==> config.mk <==
export PLATFORM = sky130hd
export DESIGN_NAME = stc_noise_gen
export DESIGN_NICKNAME = d
export VERILOG_FILES = /design/src/rtl/stc_pkg.sv /design/src/rtl/stc_lfsr_lane.sv /design/src/rtl/stc_noise_gen.sv
export SDC_FILE = /design/constraint.sdc
export NUM_CORES = 1
export LEC_CHECK = 0
export ABC_AREA = 1
export CORE_MARGIN = 5
export CORE_UTILIZATION = 35
export DETAILED_ROUTE_END_ITERATION = 16
export PLACE_DENSITY = 0.64
export SLEW_MARGIN = 40
export SYNTH_ARGS = -nofsm -noshare
export SYNTH_HDL_FRONTEND = slang
export SYNTH_HIERARCHICAL = 1
export SYNTH_SLANG_ARGS = --single-unit
export TNS_END_PERCENT = 20
==> constraint.sdc <==
create_clock -name i_clk -period 2.61 [get_ports i_clk]
set_input_delay 0.261 -clock i_clk [delete_from_list [all_inputs] [get_ports i_clk]]
set_output_delay 0.261 -clock i_clk [all_outputs]
set_load 0.02 [all_outputs]
==> src/rtl/stc_pkg.sv <==
// Shared definitions for the stochastic-rounding noise generator: LFSR constants,
// FSM state type and the multi-step LFSR helper used by every lane.
package stc_pkg;

    localparam int LFSR_W = 32;
    localparam logic [LFSR_W-1:0] LFSR_POLY = 32'h80200003;
    localparam logic [LFSR_W-1:0] LANE_SALT = 32'h9E3779B9;

    typedef enum logic [0:0] {
        WARMUP,
        RUN
    } stc_state_e;

    // Galois right-shift LFSR advanced n times; loop bound is fixed so it unrolls for any n <= 32.
    function automatic logic [LFSR_W-1:0] lfsr_step_n(input logic [LFSR_W-1:0] state, input int n);
        logic [LFSR_W-1:0] s;
        s = state;
        for (int i = 0; i < LFSR_W; i++) begin
            if (i < n) s = (s >> 1) ^ (s[0] ? LFSR_POLY : '0);
        end
        return s;
    endfunction

    function automatic logic [LFSR_W-1:0] lane_seed(input logic [LFSR_W-1:0] seed, input int k);
        logic [LFSR_W-1:0] s;
        s = seed ^ (LFSR_W'(k) * LANE_SALT);
        return (s == '0) ? {{(LFSR_W-1){1'b0}}, 1'b1} : s;
    endfunction

endpackage

==> src/rtl/stc_lfsr_lane.sv <==
// One noise lane: 32-bit Galois LFSR with synchronous seed load and gated
// width_n-step advance (or two batches on the final warm-up cycle).
module stc_lfsr_lane
    import stc_pkg::*;
#(
    parameter int width_n  = 6,
    parameter int lane_idx = 0
) (
    input  logic               clk,
    input  logic               load,
    input  logic [LFSR_W-1:0]  seed,
    input  logic               adv,
    input  logic               dbl,
    output logic [width_n-1:0] word
);

    logic [LFSR_W-1:0] state_q;
    logic [LFSR_W-1:0] step1;
    logic [LFSR_W-1:0] step2;
    logic [LFSR_W-1:0] next_state;

    assign step1      = lfsr_step_n(state_q, width_n);
    assign step2      = lfsr_step_n(step1, width_n);
    assign next_state = dbl ? step2 : step1;
    assign word       = next_state[width_n-1:0];

    always_ff @(posedge clk) begin
        if (load) begin
            state_q <= lane_seed(seed, lane_idx);
        end else if (adv) begin
            state_q <= next_state;
        end
    end

endmodule

==> src/rtl/stc_noise_gen.sv <==
// Uniform noise producer for a bank of stochastic rounders: one LFSR lane per
// rounder, words delivered over a valid/ready handshake after a warm-up period.
//
//   state  | meaning
//   WARMUP | lanes free-run, output invalid, down-counter running to 1
//   RUN    | o_noise valid; lanes advance only when a word is accepted
module stc_noise_gen
    import stc_pkg::*;
#(
    parameter int          width_n  = 6,
    parameter int          lanes    = 4,
    parameter int          warmup   = 8,
    parameter logic [31:0] def_seed = 32'hACE12468
) (
    input  logic                       i_clk,
    input  logic                       i_rst,
    input  logic                       i_seed_vld,
    input  logic [31:0]                i_seed,
    input  logic                       i_ready,
    output logic                       o_valid,
    output logic [lanes*width_n-1:0]   o_noise,
    output logic                       o_busy
);

    localparam int NW = lanes * width_n;

    stc_state_e        state;
    logic [7:0]        warm_cnt;
    logic              load;
    logic              adv;
    logic              dbl;
    logic [LFSR_W-1:0] load_seed;
    logic [NW-1:0]     words;

    assign load      = i_rst | i_seed_vld;
    assign load_seed = i_rst ? def_seed : i_seed;
    // The last warm-up cycle also produces the first word, so lanes take two batches of steps.
    assign dbl       = (state == WARMUP) && (warm_cnt == 8'd1);
    assign adv       = (state == WARMUP) || ((state == RUN) && i_ready);

    for (genvar k = 0; k < lanes; k++) begin : g_lane
        stc_lfsr_lane #(
            .width_n  (width_n),
            .lane_idx (k)
        ) u_lane (
            .clk  (i_clk),
            .load (load),
            .seed (load_seed),
            .adv  (adv),
            .dbl  (dbl),
            .word (words[k*width_n +: width_n])
        );
    end

    always_ff @(posedge i_clk) begin
        if (load) begin
            state    <= WARMUP;
            warm_cnt <= 8'(warmup);
            o_valid  <= 1'b0;
            o_busy   <= 1'b1;
            o_noise  <= '0;
        end else begin
            case (state)
                WARMUP: begin
                    warm_cnt <= warm_cnt - 8'd1;
                    if (dbl) begin
                        state   <= RUN;
                        o_valid <= 1'b1;
                        o_busy  <= 1'b0;
                        o_noise <= words;
                    end
                end
                RUN: begin
                    if (i_ready) o_noise <= words;
                end
            endcase
        end
    end

endmodule

## Yosys cells after proc, flatten, opt, wreduce, memory -nomap -nowiden

Index checks and enable logic that the tools add are counted.

- Register bits: 163
- Bits in latches: 0
- Bits in writable memories: 0
- Bits in read-only memories: 0
- Output and inout port bits: 26
- Memories kept: 0

- $add $sub $neg: 1
- $mul: 0
- Divide/modulo/power cells: 0
- Order comparisons: 0
- Equality and inequality tests: 3
- Shift-type cells: 0
- Multiplexer cells: 70
- Bitwise operators: 53
- Reductions and logical operators: 10

Operators by type and width:

| cell | number |
|---|---|
| 32-bit 2-to-1 mux | 65 |
| 31-bit by 32-bit XOR with 32-bit output | 48 |
| 32-bit zero test | 4 |
| 24-bit 2-to-1 mux | 2 |
| 24-bit one-hot mux with 2 select lines | 1 |
| 20-bit NOT | 1 |
| 19-bit NOT | 1 |
| 18-bit NOT | 1 |
| 8-bit by 1-bit == test with 1-bit output, second input constant | 1 |
| 8-bit by 1-bit subtractor with 8-bit output, second input constant | 1 |
| 2-bit AND reduction | 2 |
| 1-bit logical AND | 2 |
| 1-bit 2-to-1 mux | 2 |
| 2-bit by 1-bit inequality test with 1-bit output, second input constant | 1 |
| 2-bit inequality test, second input constant | 1 |
| 2-bit nonzero test | 1 |
| 1-bit logical OR | 1 |
| 1-bit NOT | 1 |
| 1-bit bitwise OR | 1 |

## Logic depth before layout (Yosys ltp)

- Word-level depth: 27
- Gate-level depth with buffers: 27
- Depth with buffers taken out: 26

## Cells and area by module

The synthesis kept the hierarchy.

By module, submodules not included:

| module | instances | cells each | area an instance (µm²) | seq. area each (µm²) |
|---|---|---|---|---|
| stc_lfsr_lane at g_lane[0].u_lane | 1 | 313 | 2482.4 | 960.9 |
| stc_lfsr_lane at g_lane[1].u_lane | 1 | 299 | 2474.9 | 960.9 |
| stc_lfsr_lane at g_lane[3].u_lane | 1 | 301 | 2409.8 | 960.9 |
| stc_lfsr_lane at g_lane[2].u_lane | 1 | 299 | 2403.6 | 960.9 |
| stc_noise_gen | 1 | 284 | 1829.3 | 700.7 |

## Least setup slack after synthesis

OpenSTA, ideal clock, no wires.

- Path type: register -> register
- Start point: reg g_lane[0].u_lane.state_q[0]
- End point: reg o_noise[1]
- Library setup time: 0.115 ns
- Arrival: 2.343 ns
- Data required time: 2.495 ns
- Slack: 0.152 ns
- Cell stages (with the launch flop): 25
- Buffers on the path: 1
- Clock period less this slack: 2.458 ns
- Path through: edfxtp_1 > buf_6 > inv_6 > nand2_2 > nand2_4 > nand2_1 > nand2_2 > nand2_4 > nand2_4 > nand2_4 > nand2_2 > nand2_2 > nand2_4 > nand3_2 > nand2_4 > nand2_1 > nand3_4 > nand2_2 > nand2_2 > nand3_2 > nand2_2 > nand3_1 > and2_1 > a21oi_1 > nor2_1

- Longest elaborated chain between the ends: 27
- Elaborated cells between the ends (all ways): 28

Ends and longest elaborated chain:

| element | RTL line | source |
|---|---|---|
| from (decl) | stc_lfsr_lane.sv:17 | `logic [LFSR_W-1:0] state_q;` |
| from (signal assigned) | stc_lfsr_lane.sv:29 | `state_q <= lane_seed(seed, lane_idx);` |
| from (signal assigned) | stc_lfsr_lane.sv:31 | `state_q <= next_state;` |
| 32-bit 2-to-1 mux (*) | stc_pkg.sv:19 | `if (i < n) s = (s >> 1) ^ (s[0] ? LFSR_POLY : '0);` |
| 31-bit by 32-bit XOR with 32-bit output (*) | stc_pkg.sv:19 |  |
| 32-bit 2-to-1 mux | stc_pkg.sv:19 |  |
| 31-bit by 32-bit XOR with 32-bit output (*) | stc_pkg.sv:19 |  |
| 32-bit 2-to-1 mux | stc_pkg.sv:19 |  |
| 31-bit by 32-bit XOR with 32-bit output (*) | stc_pkg.sv:19 |  |
| 32-bit 2-to-1 mux | stc_pkg.sv:19 |  |
| 31-bit by 32-bit XOR with 32-bit output (*) | stc_pkg.sv:19 |  |
| [12 not listed] | -- |  |
| 32-bit 2-to-1 mux | stc_pkg.sv:19 |  |
| 31-bit by 32-bit XOR with 32-bit output | stc_pkg.sv:19 |  |
| 32-bit 2-to-1 mux | stc_pkg.sv:19 |  |
| 31-bit by 32-bit XOR with 32-bit output | stc_pkg.sv:19 |  |
| 32-bit 2-to-1 mux (*) | stc_lfsr_lane.sv:24 | `assign next_state = dbl ? step2 : step1;` |
| via words[1] | stc_noise_gen.sv:33 | `logic [NW-1:0] words;` |
| 24-bit 2-to-1 mux, on equally long branches | stc_noise_gen.sv:74, stc_noise_gen.sv:66 |  |
| 24-bit one-hot mux with 2 select lines (*) | stc_noise_gen.sv:63 | `case (state)` |
| to (signal assigned) | stc_noise_gen.sv:70 | `o_noise <= words;` |
| to (signal assigned) | stc_noise_gen.sv:74 | `if (i_ready) o_noise <= words;` |
| to (decl) | stc_noise_gen.sv:21 | `output logic [lanes*width_n-1:0] o_noise,` |

The timed path passes the listed nets; every way through them passes the cells marked *. The select of a mux whose other input is x is not followed.
A chain may end at the register's enable or synchronous reset.

## Worst setup path after layout

Ends and elaborated chain as after synthesis.

==> impl_metrics.ini <==
[yosys]
synth_top_area_cell = edfxtp_1
synthCells = 1496
synth.distinct_cells = 47
synth_area_leaders = edfxtp_1 (33%), nand2_1 (8.9%), o21ai_0 (7.5%)
syn_area_um2 = 11600
ys_seq_elements = 163
yosys.area.top_type_share_pct = 33.1
synth_edf_count = 128
synth_warnings = 6
seq_area_frac_synth_pct = 39.2
async_reset_ff_share_pct = 0
synthFlopType = edfxtp_1
syn-num-nets = 1534
syn_area_per_cell_um2 = 7.75

[setup_path]
crit_path_start_kind = register
r2r_start = g_lane[0].u_lane/state_q[0]
r2r_slack_ps = -170
cp-startpoint = g_lane[0].u_lane/state_q[0]
cp_max_fo = 4
r2r_end = o_noise[1]
worst_setup_path_end_kind = register
path_class = register to register
worstSetupEndpoint = o_noise[1]
required_ps = 2940
cp_data_arrival_time_ps = 3120
reg2reg_depth = 24

[timing]
grt_setup_unrepaired = yes
hold_violations = 0
setup_viol = 10
post-route-period-util_pct = 107
fmax_ghz = 0.359
tightest_slew_ps = 717
hold_ws_ps = 449
finalSetupTns_ps = -1090
max_slew_margin_pct = 52.1
slew_viol_final = 0
min_period_ps = 2780
finClkSkew_ps = 10.7
timing.final.ws_setup_ps = -173

[floorplanning]
coreArea_um2 = 32600
die_area_um2 = 36900
fp-row-count = 66
start_util_pct = 35.6
chipHeight_um = 192
pin_count = 62
die_x_um = 192

[detailed_routing]
dr_total_vias = 10800
ant_nets = 0
wl_per_cell_um = 17.9
viasPerCell = 5.21
drc = 0
dr.pass1.iters = 8
wirelength_mm = 37.0
first_iter_violations = 1100

[layout]
area.growth.synth_to_final_pct = 22.4
drive_gt1_share_pct = 22.9
diodes = 0
fillers = 3180
final_nets = 1652

[status]
status = complete, but fails checks
failed_checks = negative setup slack

[flow_run]
cap_viol_max_count = 0

[cts]
clk_latency_ps = 440
cts_hold_buffers = 0
cts_tree = done
cts_buffers = 17
h-tree-depth = 4
clockRootBuffer = clkbuf_16
clk_pin_slew_ps = 80
clkSinkCount = 163
cts_buffer_depth = 2

[global_routing]
gr-usage-all-layers_pct = 19.8
grt_pass1_wl_mm = 57.0
antenna_found_initial = 0
gr-total-overflow = 0
first_global_vias = 10100
grt_max_degree = 53

[power]
power.leakage_nw = 6.17
peakVddDrop_uv = 493
power_density_nw_per_um2 = 648

[hold_path]
min-delay-start = o_busy
hp-class = register to register

[placed_design]
io_buffer_count = 61
post-dp-hpwl_mm = 27.1
globalplace.congestion = 0.899
area by class of cell:
type                    instances  area [um2]  area share [%]
clock buffers                  17         425            3.00
clock inverters                15         166            1.17
inverters                     211         820            5.77
multi-input cells            1054        6130            43.2
flip-flops and latches        163        4540            32.0
well taps                     442         553            3.90
repair buffers                167        1560            11.0
flip-flops by register name, summed over array words and instances, names as in the netlist:
name                   cells
o_noise                   24
state                      1
g_lane.u_lane/state_q    128
warm_cnt                   8
o_busy                     1
o_valid                    1
layout by cell type, fill, tap and decap left out, types with 46 or more instances in the layout:
cell type	synthesis	layout
nand2_1	276	260
inv_1	186	186
o21ai_0	174	172
edfxtp_1	128	128
nand3_1	118	109
buf_4	2	92
nor2_1	80	78
a21oi_1	80	78
nand2_2	72	77
clkdlybuf4s50_1	0	61
nand2_4	36	46
critical path, stage by stage, from the launching register on:
cell	delay, ps
edfxtp_1	470
buf_6	180
nand2_1	80
nand2_2	80
nand2_2	90
nand2_2	80
nand2_4	90
nand2_4	70
nand2_8	80
nand2_4	60
nand2_4	110
nand2_4	60
nand2_4	80
nand3_4	110
nand2_4	100
nand2_4	80
nand2_4	90
nand2_1	60
nand3_2	80
nand3_2	100
nand2_2	100
nand3_2	80
and2_4	180
a21oi_2	90
nor2_1	50
synth_stat cells, drive strengths merged (3+ instances only):
| cell | n |
|---|---|
| a31oi | 3 |
| xnor2 | 14 |
| clkbuf | 45 |
| xor2 | 19 |
| nor2 | 83 |
| o22ai | 23 |
| nand3 | 156 |
| dfxtp | 35 |
| nor3 | 10 |
| edfxtp | 128 |
| o211ai | 21 |
| nand4 | 23 |
| nand2 | 385 |
| inv | 207 |
| buf | 23 |
| xor3 | 3 |
| o21ai | 185 |
| o21a | 3 |
| nor4 | 7 |
| a21oi | 80 |
| or2 | 23 |
| xnor3 | 3 |
| clkinv | 4 |
worst min-delay path by stage:
stage                     slack [ps]           to  cells past startpoint
after floorplan                  460  warm_cnt[2]                      2
after global placement           440       o_busy                      2
after detailed placement         440       o_busy                      2
after CTS                        450       o_busy                      2
after global routing             490       o_busy                      2
final                            450       o_busy                      2
power breakdown:
group | leakage (nW) | total, mW | switching (mW) | internal, mW
Combinational | 4.22 | 3.42 | 2.10 | 1.33
Clock | 0.291 | 2.54 | 1.25 | 1.29
Sequential | 1.66 | 3.23 | 0.173 | 3.06
Total | 6.17 | 9.20 | 3.52 | 5.67
routing by layer:
metal | track usage [%] | vias up | wire length [um] | part of all wire [%]
met1 | 26.6 | 5055 | 15700 | 42
li1 | - | 5246 | - | -
met3 | 3.42 | 72 | 2610 | 7.1
met2 | 32.2 | 402 | 17500 | 47
met4 | 7.19 | 0 | 1230 | 3.3
met5 | 0 | - | 0 | 0
repair_timing:
action | 4_1_cts | 5_1_grt
pin swaps | 11 | 30
setup endpoints to repair | 9 | 36
resized for setup | 12 | 44
setup buffers | 6 | 6
logic make-up after synthesis:
group                      synth area share (%)
buffers and inverters                      9.97
xor gates and xnor gates                   3.72
and+or+nand+nor                            32.0
AOI/OAI and AO/OA                          14.9
adders and majority gates                 0.216
DFF                                        39.2
metrics by stage:
step / total power, mW / utilization, % / cells / worst slack [ps] / area [um2]
final: 9.20 / 43.5 / 2069 / -173 / 14200
after global routing: 9.69 / 43.5 / 2069 / -350 / 14200
after CTS: 9.02 / 42.9 / 2063 / -127 / 14000
after detailed placement: 6.38 / 40.7 / 2025 / -161 / 13300
after global placement: 6.32 / 40.7 / 2025 / -52.1 / 13300
after floorplan: 5.46 / - / 1496 / 152 / 11600
Power figures use the tool's default switching activity.
